$ cat config.mk
export PLATFORM = sky130hd
export DESIGN_NAME = register_writeback_file
export DESIGN_NICKNAME = d
export VERILOG_FILES = /design/src/rtl/cpu_regfile_pkg.sv /design/src/rtl/regfile_scoreboard.sv /design/src/rtl/register_writeback_file.sv
export SDC_FILE = /design/constraint.sdc
export NUM_CORES = 1
export LEC_CHECK = 0
export ABC_AREA = 0
export BUFFER_PORTS_ARGS = -buffer_cell sky130_fd_sc_hd__buf_2
export CORE_MARGIN = 1.5
export CORE_UTILIZATION = 67
export CTS_BUF_LIST = sky130_fd_sc_hd__clkbuf_16
export CTS_CLUSTER_DIAMETER = 150
export DETAILED_ROUTE_END_ITERATION = 6
export PLACE_DENSITY_LB_ADDON = 0.08
export SYNTH_ARGS = -nofsm -noshare
export SYNTH_HDL_FRONTEND = slang
export SYNTH_SLANG_ARGS = --single-unit
$ cat constraint.sdc
create_clock -name clk -period 5.8 [get_ports clk]
set_input_delay 0.58 -clock clk [delete_from_list [all_inputs] [get_ports clk]]
set_output_delay 0.58 -clock clk [all_outputs]
set_load 0.02 [all_outputs]
$ cat src/rtl/cpu_regfile_pkg.sv
// Shared widths and types for the architectural register file slice.
// DATA_W and PEND_MAX are set here so that every block that imports this
// package sees the same values.
package cpu_regfile_pkg;
   localparam int REG_ADDR_W = 4;
   localparam int DATA_W     = 16;
   localparam int PEND_W     = 2;
   localparam int PEND_MAX   = 3;

   typedef logic [REG_ADDR_W-1:0] reg_addr_t;
   typedef logic [DATA_W-1:0]     word_t;
   typedef logic [PEND_W-1:0]     pend_t;
endpackage

$ cat src/rtl/regfile_scoreboard.sv
// Pending-write scoreboard: per-register saturating outstanding-write
// counters, issue back-pressure, protocol error flag and operand
// availability/forwarding decisions.
// Optional feature macro: REGFILE_BYPASS_EN (forward the last outstanding
// write-back to a reader in the same cycle).
module regfile_scoreboard
   import cpu_regfile_pkg::*;
#(
   parameter int unsigned NUM_REGS = 16,
   parameter bit          ZERO_REG = 1'b1
) (
   input  logic                clk,
   input  logic                rst,
   input  logic                wb_en,
   input  logic [REG_ADDR_W-1:0] wb_addr,
   input  logic                mark_en,
   input  logic [REG_ADDR_W-1:0] mark_addr,
   input  logic                rd_a_en,
   input  logic [REG_ADDR_W-1:0] rd_a_addr,
   input  logic                rd_b_en,
   input  logic [REG_ADDR_W-1:0] rd_b_addr,
   input  logic                err_clr,
   output logic                mark_ready,
   output logic [NUM_REGS-1:0] pending,
   output logic                fwd_a,
   output logic                fwd_b,
   output logic                stall,
   output logic                err
);

   pend_t               pend     [NUM_REGS];
   pend_t               pend_nxt [NUM_REGS];
   logic [NUM_REGS-1:0] inc;
   logic [NUM_REGS-1:0] dec;
   logic                err_set;
   logic                avail_a;
   logic                avail_b;

   // Decode mark and write-back strobes per register (r0 excluded when hardwired)
   always_comb begin
      inc = '0;
      dec = '0;
      for (int unsigned i = 0; i < NUM_REGS; i++) begin
         if (!(ZERO_REG && i == 0)) begin
            inc[i] = mark_en && (mark_addr == reg_addr_t'(i));
            dec[i] = wb_en && (wb_addr == reg_addr_t'(i));
         end
      end
   end

   // Next counter values with saturation and protocol error detection
   always_comb begin
      err_set = 1'b0;
      for (int unsigned i = 0; i < NUM_REGS; i++) begin
         pend_nxt[i] = pend[i];
         if (dec[i] && pend[i] == '0) begin
            err_set = 1'b1;
         end
         if (inc[i] && !dec[i]) begin
            if (pend[i] == pend_t'(PEND_MAX)) begin
               err_set = 1'b1;
            end else begin
               pend_nxt[i] = pend[i] + 1'b1;
            end
         end else if (dec[i] && !inc[i] && pend[i] != '0) begin
            pend_nxt[i] = pend[i] - 1'b1;
         end
      end
   end

   // Counter state and sticky error flag (a new error wins over err_clr)
   always_ff @(posedge clk or negedge rst) begin
      if (!rst) begin
         for (int unsigned i = 0; i < NUM_REGS; i++) begin
            pend[i] <= '0;
         end
         err <= 1'b0;
      end else begin
         for (int unsigned i = 0; i < NUM_REGS; i++) begin
            pend[i] <= pend_nxt[i];
         end
         if (err_set) begin
            err <= 1'b1;
         end else if (err_clr) begin
            err <= 1'b0;
         end
      end
   end

   // Per-register pending flags
   always_comb begin
      pending = '0;
      for (int unsigned i = 0; i < NUM_REGS; i++) begin
         pending[i] = (pend[i] != '0);
      end
   end

   assign mark_ready = (pend[mark_addr] != pend_t'(PEND_MAX));

`ifdef REGFILE_BYPASS_EN
   assign fwd_a = wb_en && (wb_addr == rd_a_addr) && (pend[rd_a_addr] == pend_t'(1));
   assign fwd_b = wb_en && (wb_addr == rd_b_addr) && (pend[rd_b_addr] == pend_t'(1));
`else
   assign fwd_a = 1'b0;
   assign fwd_b = 1'b0;
`endif

   assign avail_a = !rd_a_en || (ZERO_REG && rd_a_addr == '0) || (pend[rd_a_addr] == '0) || fwd_a;
   assign avail_b = !rd_b_en || (ZERO_REG && rd_b_addr == '0) || (pend[rd_b_addr] == '0) || fwd_b;
   assign stall   = !avail_a || !avail_b;

endmodule

$ cat src/rtl/register_writeback_file.sv
// Architectural register file fed by the register-data arbitrator, with two
// registered read ports and a pending-write scoreboard driving stall.
// Optional feature macro: REGFILE_BYPASS_EN (same-cycle forwarding of the
// last outstanding write-back, handled in regfile_scoreboard).
module register_writeback_file
   import cpu_regfile_pkg::*;
#(
   parameter int unsigned NUM_REGS = 16,
   parameter bit          ZERO_REG = 1'b1
) (
   input  logic                  clk,
   input  logic                  rst,
   input  logic                  wb_en,
   input  logic [REG_ADDR_W-1:0] wb_addr,
   input  logic [DATA_W-1:0]     wb_data,
   input  logic                  mark_en,
   input  logic [REG_ADDR_W-1:0] mark_addr,
   output logic                  mark_ready,
   input  logic                  rd_a_en,
   input  logic [REG_ADDR_W-1:0] rd_a_addr,
   input  logic                  rd_b_en,
   input  logic [REG_ADDR_W-1:0] rd_b_addr,
   output logic [DATA_W-1:0]     rd_a_data,
   output logic [DATA_W-1:0]     rd_b_data,
   output logic                  stall,
   output logic [NUM_REGS-1:0]   pending,
   output logic                  err,
   input  logic                  err_clr
);

   word_t regs [NUM_REGS];
   word_t rd_a_val;
   word_t rd_b_val;
   logic  fwd_a;
   logic  fwd_b;

   regfile_scoreboard #(
      .NUM_REGS (NUM_REGS),
      .ZERO_REG (ZERO_REG)
   ) u_scoreboard (
      .clk        (clk),
      .rst        (rst),
      .wb_en      (wb_en),
      .wb_addr    (wb_addr),
      .mark_en    (mark_en),
      .mark_addr  (mark_addr),
      .rd_a_en    (rd_a_en),
      .rd_a_addr  (rd_a_addr),
      .rd_b_en    (rd_b_en),
      .rd_b_addr  (rd_b_addr),
      .err_clr    (err_clr),
      .mark_ready (mark_ready),
      .pending    (pending),
      .fwd_a      (fwd_a),
      .fwd_b      (fwd_b),
      .stall      (stall),
      .err        (err)
   );

   // Commit the arbitrated word; writes to a hardwired r0 are dropped
   always_ff @(posedge clk or negedge rst) begin
      if (!rst) begin
         for (int unsigned i = 0; i < NUM_REGS; i++) begin
            regs[i] <= '0;
         end
      end else if (wb_en && !(ZERO_REG && wb_addr == '0)) begin
         regs[wb_addr] <= wb_data;
      end
   end

   // Operand select: hardwired zero, then same-cycle write-back word
   // (covers both forwarding and write-first), then the array
   always_comb begin
      rd_a_val = regs[rd_a_addr];
      if (ZERO_REG && rd_a_addr == '0) begin
         rd_a_val = '0;
      end else if (fwd_a || (wb_en && wb_addr == rd_a_addr)) begin
         rd_a_val = wb_data;
      end
      rd_b_val = regs[rd_b_addr];
      if (ZERO_REG && rd_b_addr == '0) begin
         rd_b_val = '0;
      end else if (fwd_b || (wb_en && wb_addr == rd_b_addr)) begin
         rd_b_val = wb_data;
      end
   end

   // Registered read ports; both hold while any enabled operand is stalled
   always_ff @(posedge clk or negedge rst) begin
      if (!rst) begin
         rd_a_data <= '0;
         rd_b_data <= '0;
      end else if (!stall) begin
         if (rd_a_en) begin
            rd_a_data <= rd_a_val;
         end
         if (rd_b_en) begin
            rd_b_data <= rd_b_val;
         end
      end
   end

endmodule

# Word level (Yosys, flattened, before mapping)
# Index checks and enable logic that the tools add are counted.
[totals] reg_bits=319 in_bits=39 output_inout_bits=51 elab_cells=453
[op_classes] add_sub_neg=30 n_lt_le_gt_ge=5 eq_ne=63 muxes=114 bitwise=5 reduce_logical=202
[op_table] operator="256-bit bitwise mux" count=1
[op_table] operator="16-bit two-way mux" count=9
[op_table] operator="16-bit binary-select mux with 4-bit select" count=2
[op_table] operator="2-bit two-way mux" count=51
[op_table] operator="1-bit logical AND" count=94
[op_table] operator="16-bit demux with 4-bit select" count=1
[op_table] operator="4-bit equality test, second input constant" count=16
[op_table] operator="2-bit nonzero test" count=31
[op_table] operator="1-bit two-way mux" count=47
[op_table] operator="1-bit zero test" count=35
[op_table] operator="2-bit zero test" count=17
[op_table] operator="2-bit AND reduction" count=17
[op_table] operator="4-bit by 3-bit equality test with 1-bit output, second input constant" count=8
[op_table] operator="2-bit != test, second input constant" count=16
[op_table] operator="2-bit by 1-bit adder with 2-bit output, second input constant" count=15
[op_table] operator="2-bit equality test, second input constant" count=15
[op_table] operator="2-bit by 1-bit subtractor with 2-bit output, second input constant" count=15
[op_table] operator="2-bit binary-select mux with 4-bit select" count=3
[op_table] operator="5-bit >= comparator, second input constant" count=4
[op_table] operator="4-bit inverter with 5-bit output" count=4
[op_table] operator="4-bit by 2-bit equality test with 1-bit output, second input constant" count=4
[op_table] operator="4-bit zero test" count=3
[op_table] operator="4-bit by 1-bit equality test with 1-bit output, second input constant" count=2
[op_table] operator="4-bit equality test" count=2
[op_table] operator="3 further kinds" count=7

# Logic depth before layout (Yosys ltp)
# Gate-level depths: netlist of the first run.
[logic_depth] ltp_word=49 ltp_mapped=9 ltp_nobuf=6

# Hierarchy
# A second synthesis of the first run with hierarchy kept.
[hier_totals] hier_cells=1464 area_unflattened_um2=17772.0
[modules_own_cells] module="register_writeback_file" instances=1 cells_per_inst=1120 area_per_inst_um2=15178.3 seq_area_each_um2=7206.9
[modules_own_cells] module="regfile_scoreboard" instances=1 cells_per_inst=344 area_per_inst_um2=2593.7 seq_area_each_um2=775.7

# Worst setup path after synthesis of the first run
# OpenSTA, ideal clock, no wires.
[synth_path] kind="input -> output" from="in mark_addr[3]" to="out mark_ready" arrival_ps=1901 required_ps=5220 slack_ps=3319 stages=3 path_buffers=1 cell_sequence="clkbuf_1 -> mux4_2 -> mux4_2"
[synth_between] elab_chain_cells=5
[synth_lines] item="start: declaration" line_no="register_writeback_file.sv:17" rtl="input logic [REG_ADDR_W-1:0] mark_addr,"
[synth_lines] item="4-bit inverter with 5-bit output (not written as such)" line_no="regfile_scoreboard.sv:98" rtl="assign mark_ready = (pend[mark_addr] != pend_t'(PEND_MAX));"
[synth_lines] item="2-bit binary-select mux with 4-bit select" line_no="regfile_scoreboard.sv:98"
[synth_lines] item="2-bit two-way mux (not written as such) (2 in a row)" line_no="regfile_scoreboard.sv:98"
[synth_lines] item="2-bit != test" line_no="regfile_scoreboard.sv:98"
[synth_lines] item="end: declaration" line_no="register_writeback_file.sv:18" rtl="output logic mark_ready,"
# Every way passes these cells. The select of a mux whose other input is x is not followed.

# Final worst setup path of the first run
[layout_path] from="in rd_b_addr[0]" to="out stall"
[layout_between] elab_chain_cells=8 elab_cells_between_ends=10 classes_between="mux: 3; bitwise: 1; reduce/logical: 6"
[layout_lines] item="start: declaration" line_no="register_writeback_file.sv:22" rtl="input logic [REG_ADDR_W-1:0] rd_b_addr,"
[layout_lines] item="4-bit inverter with 5-bit output (not written as such)" line_no="regfile_scoreboard.sv:109" rtl="assign avail_b = !rd_b_en || (ZERO_REG && rd_b_addr == '0) || (pend[rd_b_addr] == '0) || fwd_b;"
[layout_lines] item="2-bit binary-select mux with 4-bit select" line_no="regfile_scoreboard.sv:109"
[layout_lines] item="2-bit two-way mux (not written as such) (2 in a row)" line_no="regfile_scoreboard.sv:109"
[layout_lines] item="2-bit zero test" line_no="regfile_scoreboard.sv:109"
[layout_lines] item="1-bit logical OR (*)" line_no="regfile_scoreboard.sv:109"
[layout_lines] item="1-bit zero test (*)" line_no="regfile_scoreboard.sv:110" rtl="assign stall = !avail_a || !avail_b;"
[layout_lines] item="1-bit logical OR (*)" line_no="regfile_scoreboard.sv:110"
[layout_lines] item="end: declaration" line_no="register_writeback_file.sv:25" rtl="output logic stall,"
# Every way passes the cells marked *; elsewhere a longest branch is shown, timed or not. The select of a mux whose other input is x is not followed.

==> results.toml, run 1 <==
[status]
status = "complete, no violations"

[final_layout]
num-nets-final = 1487
fillers = 1705
seq_area_um2 = 7980
syn_to_final_growth_pct = 9.25
drive_above_1_share = 0.347
final_core_util = 0.751
multi_input_area_um2 = 8800
finalInstanceArea_um2 = 19100

[place]
postPlaceCellArea_um2 = 18000
dpl.hpwl_um = 28500
place_congestion = 0.851
port-buffer-count = 88

[sta]
period_minus_slack_ns = 3.43
max_freq_mhz = 291
final_max_slew_viol_count = 0
fin_crit_sh = 0.592
worst_slew_pin_slew_ns = 1.28
setup_viol = 0
rsz0062_at_grt = "false"
worst_clock_skew_ns = 0.0120
fin_tns_setup_ns = 0
relSlewSlack = 0.146
hold_viol = 0

[worst_setup_path]
slowest_stage = "buf_4"
r2r-end = "rd_a_data[1]"
crit_buf_inv = 3
crit_cells = 7
cp_top_family = "buffers and inverters"
rrSetupSlack_ns = 3.20
path_cells = "buf_4 -> buf_4 -> a2111o_1 -> o2111ai_1 -> o211ai_2 -> nand2_1 -> buf_2"
cp.required_ns = 5.22
critical_path_class = "input pin to output port"
cp_max_fo = 50
cp_common_cell = "buf_4"
setup.worst_path.end_class = "output port"
worst_path_largest_cell_delay_ns = 0.75
rr_worst_depth = 6
worst_ep_arrival_time_ns = 2.85
timing.rr.start = "u_scoreboard.pend[4]"
cp-start-kind = "input pin"

[clock_tree]
cts_tree = "done"
clk_pin_slew_ns = 0.06
clock-sinks = 319
cts-root-buf = "clkbuf_16"
numCtsBuffers = 35
clock_path_buffers = 3
htree_levels = 2
clk_latency_ns = 0.52
holdBufCountCts = 0
cts-resized-gates = 0
postCtsSetupBuffers = 0

[synthesis]
syn_avg_cell_area_um2 = 12.3
synthArstFlopShare = 1.00
synth_cells = 1421
synthTopCellsByCount = "dfrtp_1, nand2_1, mux4_2"
synth_edf_count = 0
syn-num-nets = 1460
ys_warn_count = 0
synth_top_area_share = 0.457
synth_ff_type = "dfrtp_1"
synth.most_common_cell = "dfrtp_1"
synth_cell_types = 59
yosys_register_bits = 319
synthTopCellsByArea = "dfrtp_1, mux4_2, mux2_2"
synth.yosys.seq_area_share = 0.457
yosysTopAreaCell = "dfrtp_1"
synthesis.area_um2 = 17500

[grt]
grt_first_pass_wirelength_um = 75400
grtUsageMet3 = 0.0794
grt_max_degree = 136
grt_overflow = 0
busiest_layer = "met2"
met1_usage = 0.511
grt_pass1_vias = 13000
antenna_found_initial = 1
track_usage = 0.381
met2_usage = 0.624

[floorplan]
die_x_um = 164
die_area_um2 = 27000
core_region_area_um2 = 25400
initial_utilization = 0.687
rows = 58
ios = 90
die_height_um = 164

[drt]
first_pass_iters = 5
via_per_inst = 6.98
vias = 12600
routed_wl_um = 48600
route.detailed.drc = 0
drt-wirelength-per-cell_um = 27.0
drt_iter0_markers = 1470
ant_nets = 0

[power_and_ir_drop]
ir_drop_mv = 0.331
p_leak_nw = 8.32
powerDensity_nw_per_um2 = 369
totalPowerFinal_mw = 7.04

[hold_path]
hp-class = "input pin to async pin"

[job]
drv_cap = 0
[stage by stage]
stage | hold slack, ns | cells | setup WS, ns
6_report | 0.126 | 1803 | 2.37
5_1_grt | 0.245 | 1803 | 2.15
4_1_cts | 0.198 | 1802 | 2.33
3_5_place_dp | 0.384 | 1741 | 2.17
3_3_place_gp | 0.377 | 1741 | 2.24
2_1_floorplan | 0.284 | 1421 | 3.32
[report_power, final]
| group | switching, mW | internal, mW | total (mW) |
|---|---|---|---|
| Clock | 0.902 | 1.26 | 2.16 |
| Combinational | 0.807 | 0.912 | 1.72 |
| Sequential | 0.429 | 2.73 | 3.16 |
[final cells by class]
class                   count  area share
multi-input cells         951       0.462
flip-flops and latches    319       0.419
clock buffers              36      0.0472
repair buffers            115      0.0352
well taps                 330      0.0216
clock inverters            25      0.0106
inverters                  26     0.00512
diodes                      1    0.000131
[logic make-up (layout without fill, tap and decap cells)]
kind of cell | count (synthesis) | after routing | share of synthesized area
AO/OA/AOI/OAI | 151 | 151 | 0.0573
buffers and inverters | 151 | 202 | 0.0406
multiplexers | 355 | 355 | 0.332
XOR/XNOR | 8 | 8 | 0.00401
other | 1 | 2 | 0.000215
flip-flops | 319 | 319 | 0.457
AND/OR/NAND/NOR | 436 | 436 | 0.109
[sequential cells by signal, summed over array words and instances, names as in the netlist]
register,count
regs,256
u_scoreboard.pend,30
rd_a_data,16
rd_b_data,16
u_scoreboard.err,1
[cells in the final DEF (no fill, tap or decap), types with 7 or more instances in the layout]
cell,synthesis,final
a211oi_1,12,12
a21oi_1,40,40
buf_2,24,85
buf_4,11,28
clkbuf_16,0,36
dfrtp_1,319,319
inv_1,26,34
mux2_2,160,160
mux2i_1,32,32
mux4_2,163,163
nand2_1,297,296
nand2b_1,8,8
nand3_1,12,12
nand3b_1,7,7
nor2_1,50,44
nor3_1,8,8
o21ai_0,38,38
o22ai_1,8,8
o2bb2ai_1,32,32
or2_2,7,7
[layer usage]
layer	routed length (µm)	share of wire	vias up
met5	0	0	-
met4	2020	0.042	0
met3	4650	0.096	147
met2	23600	0.48	725
met1	18400	0.38	6462
li1	-	-	5254
[worst reg2reg max path, stage by stage (launching register included)]
cell       delay (ns)
dfrtp_1          0.42
nor2_1           0.45
mux4_2           0.34
o22ai_1          0.12
nor2_1           0.22
nand3_2          0.57
o2bb2ai_1        0.34
[worst max path at each step]
stage	startpoint	endpoint	slack (ns)
2_1_floorplan	mark_addr[3]	mark_ready	3.32
3_3_place_gp	rd_b_addr[0]	rd_a_data[12]	2.24
3_5_place_dp	rd_b_addr[0]	rd_a_data[1]	2.17
4_1_cts	rd_b_addr[0]	stall	2.33
5_1_grt	rd_b_addr[0]	stall	2.15
6_report	rd_b_addr[0]	stall	2.37
No activity file was read; power rests on OpenSTA's default activity.
==> run 2: changes to the inputs <==
--- a/config.mk
+++ b/config.mk
@@ -5,10 +5,10 @@
 export SDC_FILE = /design/constraint.sdc
 export NUM_CORES = 1
 export LEC_CHECK = 0
-export ABC_AREA = 0
+export ABC_AREA = 1
 export BUFFER_PORTS_ARGS = -buffer_cell sky130_fd_sc_hd__buf_2
 export CORE_MARGIN = 1.5
-export CORE_UTILIZATION = 67
+export CORE_UTILIZATION = 56
 export CTS_BUF_LIST = sky130_fd_sc_hd__clkbuf_16
 export CTS_CLUSTER_DIAMETER = 150
 export DETAILED_ROUTE_END_ITERATION = 6
==> constraint.sdc (replaced) <==
create_clock -name clk -period 3.1 [get_ports clk]
set_input_delay 0.31 -clock clk [delete_from_list [all_inputs] [get_ports clk]]
set_output_delay 0.31 -clock clk [all_outputs]
set_load 0.02 [all_outputs]
==> run 2 against run 1 <==
  * Clock-buffer cell count up 2
  * Die area increased by 29%
  * Largest cell class unchanged
  * Clock power is 87% higher
  * Final cell count up 82%
  * Sequential power rose by 85%
  * Utilization shrank 13 points
  * Via count grew 56%
  * Cell area grew 8.5%
  * Flip-flop and latch count unchanged
  * First-iteration DRC count rose by 82%
  * Critical path depth up 2
==> results.toml, run 2 <==
[clock_tree]
cts-root-buf = "clkbuf_16"
clk_latency_ns = 0.57
clock-sinks = 319
htree_levels = 2
cts_tree = "done"
clk_pin_slew_ns = 0.06
clock_path_buffers = 3
numCtsBuffers = 36

[grt]
antenna_found_initial = 2
track_usage = 0.412
grt_first_pass_wirelength_um = 110000
grt_pass1_vias = 18400
grt_max_degree = 90
grt_overflow = 0

[sta]
period_minus_slack_ns = 2.79
relSlewSlack = 0.407
whs_ns = 0.141
fin_crit_sh = 0.899
rsz0062_at_grt = "false"
worst_clock_skew_ns = 0.0249
worst_slew_pin_slew_ns = 0.887
fin_tns_setup_ns = 0
max_freq_mhz = 359
hold_viol = 0
setup_viol = 0
final_max_slew_viol_count = 0

[power_and_ir_drop]
totalPowerFinal_mw = 14.0
p_sw_frac = 0.382
clkPwrFrac = 0.289
share_comb_of_total_power = 0.293
power_switching_mw = 5.35
p_int_mw = 8.64
powerDensity_nw_per_um2 = 676
ir_drop_mv = 0.503
p_seq_frac = 0.417
p_leak_nw = 10.7

[worst_setup_path]
setup.worst_path.end_class = "output port"
critical_path_class = "register to output port"
slowest_stage = "dfrtp_1"
path_cells = "nor2_1 -> inv_1 -> nor2_1 -> nor2_1 -> nand2_1 -> nand3_1 -> nand3_2 -> nand2_1 -> buf_2"
worst_ep_arrival_time_ns = 2.48
cp_common_cell = "nor2_1"
cp_max_fo = 9
cp-start-kind = "register"
cp.required_ns = 2.79
worst_path_largest_cell_delay_ns = 0.41

[floorplan]
initial_utilization = 0.565
core_region_area_um2 = 33400
die_height_um = 186
rows = 67
die_x_um = 186
die_area_um2 = 34800
ios = 90

[drt]
ant_nets = 0
first_pass_iters = 6
drt_iter0_markers = 2677
drt-wirelength-per-cell_um = 21.7
route.detailed.drc = 0
routed_wl_um = 71200
via_per_inst = 5.98
vias = 19600

[place]
place_congestion = 0.982
port-buffer-count = 88
dpl.hpwl_um = 44900
postPlaceCellArea_um2 = 19600

[synthesis]
syn_avg_cell_area_um2 = 6.72
yosysTopAreaCell = "dfrtp_1"
yosys_register_bits = 319
ys_warn_count = 0
synth_top_area_share = 0.424
synth_edf_count = 0
syn-num-nets = 2845
synthArstFlopShare = 1.00
synthTopCellsByArea = "dfrtp_1, nand2_1, nand3_1"
synthesis.area_um2 = 18800
synth_cell_types = 41
synth.yosys.seq_area_share = 0.424
synth_ff_type = "dfrtp_1"
synth.most_common_cell = "nand2_1"
synthTopCellsByCount = "nand2_1, nand3_1, dfrtp_1"
synth_cells = 2806

[final_layout]
drive_above_1_share = 0.0872
final_common_cell = "nand2_1"
largest_reg_flops = 256
seq_area_um2 = 7980
fillers = 3151
num-nets-final = 2843
multi_input_area_um2 = 8810
regMostFlops = "regs"
final_cell_mix = "nand2_1, nand3_1, dfrtp_1"
finalInstanceArea_um2 = 20700
largest_registers = "regs x256, u_scoreboard.pend x30"
syn_to_final_growth_pct = 9.82

[status]
status = "complete, no violations"

[hold_path]
hp-class = "input pin to register"

[job]
drv_cap = 0
## run 2: repair_timing
action | CTS | global route
setup buffers | 0 | 0
gates resized for setup | 0 | 0
hold buffers | 1 | 0
endpoints found under the hold margin | 61 | 0
## run 2: path summary, 6_finish.rpt
kind                            cells after the start  slack (ns)                     to                 start
worst max-delay path                                9        0.31                  stall  u_scoreboard.pend[6]
worst min-delay path                                3        0.14              regs[110]           wb_data[14]
worst max register to register                     11        0.80           rd_a_data[2]  u_scoreboard.pend[6]
worst min register to register                      0        0.38              regs[246]             regs[246]
max in group asynchronous                           3        1.89           rd_a_data[9]                   rst
min in group asynchronous                           2        0.37  u_scoreboard.pend[11]                   rst
## run 2: worst max-delay path: cells and delay by family (launching register included)
family	cells	cell delay, ns
simple gates	7	1.12
flops	1	0.41
buf+inv	2	0.39
## run 2: layout make-up
| type | count | share of cell area |
|---|---|---|
| clock inverters | 27 | 0.00671 |
| diodes | 1 | 0.000121 |
| repair buffers | 155 | 0.0513 |
| well taps | 448 | 0.0271 |
| flip-flops and latches | 319 | 0.386 |
| inverters | 319 | 0.0578 |
| multi-input cells | 1973 | 0.425 |
| clock buffers | 38 | 0.0459 |
## run 2: per-layer routing
metal  wire (µm)  track usage  up-vias
li1            -            -     8913
met1       28800        0.584     9087
met2       30200        0.612     1385
met3        9340       0.0931      234
met4        2890        0.168        2
met5           9            0        -
## run 2: power by group through the flow
stage	combinational (mW)	sequential (mW)	clock [mW]
global placement	3.93	5.85	0
finish	4.10	5.84	4.05
detailed placement	4.01	5.87	0
floorplan	2.55	5.87	0
global route	4.54	5.94	4.24
CTS	4.03	5.81	4.07
## run 2: logic make-up (layout without fill, tap and decap cells)
group,count (synthesis),in the layout,share of synthesized area
AO/OA/AOI/OAI,410,410,0.114
other,1,2,0.000199
buffers and inverters,514,539,0.110
AND/OR/NAND/NOR,1547,1547,0.346
XOR/XNOR,15,15,0.00697
flip-flops,319,319,0.424
## run 2: metrics by stage
| step | worst slack (ns) | utilization | std cells |
|---|---|---|---|
| after CTS | 0.373 | 0.620 | 3279 |
| after global placement | 0.699 | 0.587 | 3213 |
| after detailed placement | 0.680 | 0.587 | 3213 |
| after global routing | 0.252 | 0.620 | 3280 |
| final | 0.313 | 0.620 | 3280 |
| after floorplan | 1.18 | - | 2806 |
==> run 3: changes to the inputs <==
--- a/config.mk
+++ b/config.mk
@@ -13,6 +13,7 @@
 export CTS_CLUSTER_DIAMETER = 150
 export DETAILED_ROUTE_END_ITERATION = 6
 export PLACE_DENSITY_LB_ADDON = 0.08
+export REMOVE_ABC_BUFFERS = 1
 export SYNTH_ARGS = -nofsm -noshare
 export SYNTH_HDL_FRONTEND = slang
 export SYNTH_SLANG_ARGS = --single-unit
==> run 3 against run 2 <==
  * Sequential power is essentially flat
  * Power up 2.2%
  * Sequential share of layout area fell by 0.091 points
  * Critical path depth unchanged
  * Register-to-register slack worse by 0.07 ns
  * Highest routed layer is now met4
==> results.toml, run 3 (synthesis results as in run 2) <==
[grt]
grt_pass1_vias = 18600
track_usage = 0.398
grt_overflow = 0
antenna_found_initial = 3
grt_first_pass_wirelength_um = 107000
grt_max_degree = 104

[power_and_ir_drop]
p_leak_nw = 10.7
ir_drop_mv = 0.386
totalPowerFinal_mw = 14.3
powerDensity_nw_per_um2 = 689

[hold_path]
hp-class = "input pin to register"
worstHoldPathCells = 3

[sta]
setup_viol = 0
max_freq_mhz = 341
final.setup.worst_slack_ns = 0.165
worst_clock_skew_ns = 0.0133
period_minus_slack_ns = 2.93
fin_crit_sh = 0.947
whs_ns = 0.128
fin_tns_setup_ns = 0
rsz0062_at_grt = "false"
worst_slew_pin_slew_ns = 0.891
relSlewSlack = 0.406
hold_viol = 0
final_max_slew_viol_count = 0

[worst_setup_path]
cp_max_fo = 23
slowest_stage = "dfrtp_1"
setup.worst_path.end_class = "output port"
cp-start-kind = "register"
rrSetupSlack_ns = 0.73
crit_buf_inv = 1
worst_ep_arrival_time_ns = 2.62
cp.required_ns = 2.79
crit_cells = 9
worst_path_largest_cell_delay_ns = 0.46
cp_top_family = "simple AND/OR/NAND/NOR gates"
critical_path_class = "register to output port"
rr_worst_depth = 11
path_cells = "nor2_1 -> nor2_1 -> nor2_1 -> nand3_1 -> nand2_1 -> nand2_1 -> nand3_4 -> nand2_1 -> buf_2"

[drt]
vias = 19400
via_per_inst = 5.94
routed_wl_um = 69400
ant_nets = 0
route.detailed.drc = 0
drt_iter0_markers = 2245
drt-wirelength-per-cell_um = 21.2
first_pass_iters = 6

[clock_tree]
cts-root-buf = "clkbuf_16"
clock_path_buffers = 3
cts-resized-gates = 0
numCtsBuffers = 37
postCtsSetupBuffers = 0
holdBufCountCts = 1
clock-sinks = 319
cts_tree = "done"
htree_levels = 2
clk_pin_slew_ns = 0.06
clk_latency_ns = 0.55

[final_layout]
regMostFlops = "regs"
final_common_cell = "nand2_1"
num-nets-final = 2839
syn_to_final_growth_pct = 10.1
largest_registers = "regs x256, u_scoreboard.pend x30"
drive_above_1_share = 0.0854
largest_reg_flops = 256
final_cell_mix = "nand2_1, nand3_1, dfrtp_1"

[place]
place_congestion = 0.945
port-buffer-count = 88
dpl.hpwl_um = 42700
place_ws_ns = 0.455

[floorplan]
die_x_um = 186
rows = 67
core_region_area_um2 = 33400
die_height_um = 186
initial_utilization = 0.565
ios = 90
die_area_um2 = 34800

[status]
status = "complete, no violations"

[job]
drv_cap = 0
-- run 3: layout make-up --
type | count | area [µm²]
Inverter | 319 | 1200
Clock buffer | 39 | 976
Clock inverter | 23 | 203
Antenna cell | 3 | 7.51
Timing Repair Buffer | 150 | 1010
Fill cell | 3129 | 12600
Tap cell | 448 | 561
Multi-Input combinational cell | 1973 | 8810
Sequential cell | 319 | 7980
-- run 3: metrics by stage --
step	instance area [µm²]	std cells	utilization
detailed placement	19600	3208	0.586
floorplan	18000	2611	-
global placement	19600	3208	0.586
global route	20700	3274	0.622
CTS	20700	3271	0.622
finish	20700	3274	0.622
-- run 3: final timing paths --
path,from,end
max,u_scoreboard.pend[20],stall
min,wb_data[0],regs[80]
max reg2reg,u_scoreboard.pend[6],rd_b_data[13]
min reg2reg,regs[246],regs[246]
max in group asynchronous,rst,regs[159]
min in group asynchronous,rst,regs[116]
-- run 3: routing by layer --
layer,GRT usage,routed length (µm),vias up
li1,-,-,8912
met1,0.525,26600,8982
met2,0.608,30200,1254
met3,0.0765,7980,301
met4,0.246,4600,0
met5,0,0,-
-- run 3: power by group --
group	leakage (nW)	internal (mW)	total [mW]	switching, mW
Sequential	3.97	5.16	5.87	0.710
Clock	0.612	2.59	4.41	1.82
Combinational	6.10	1.25	4.00	2.76
-- run 3: tightest hold or removal path, cell delays in order --
cell and delay [ns]:
buf_2 0.17, nand2_1 0.08, o21ai_0 0.07
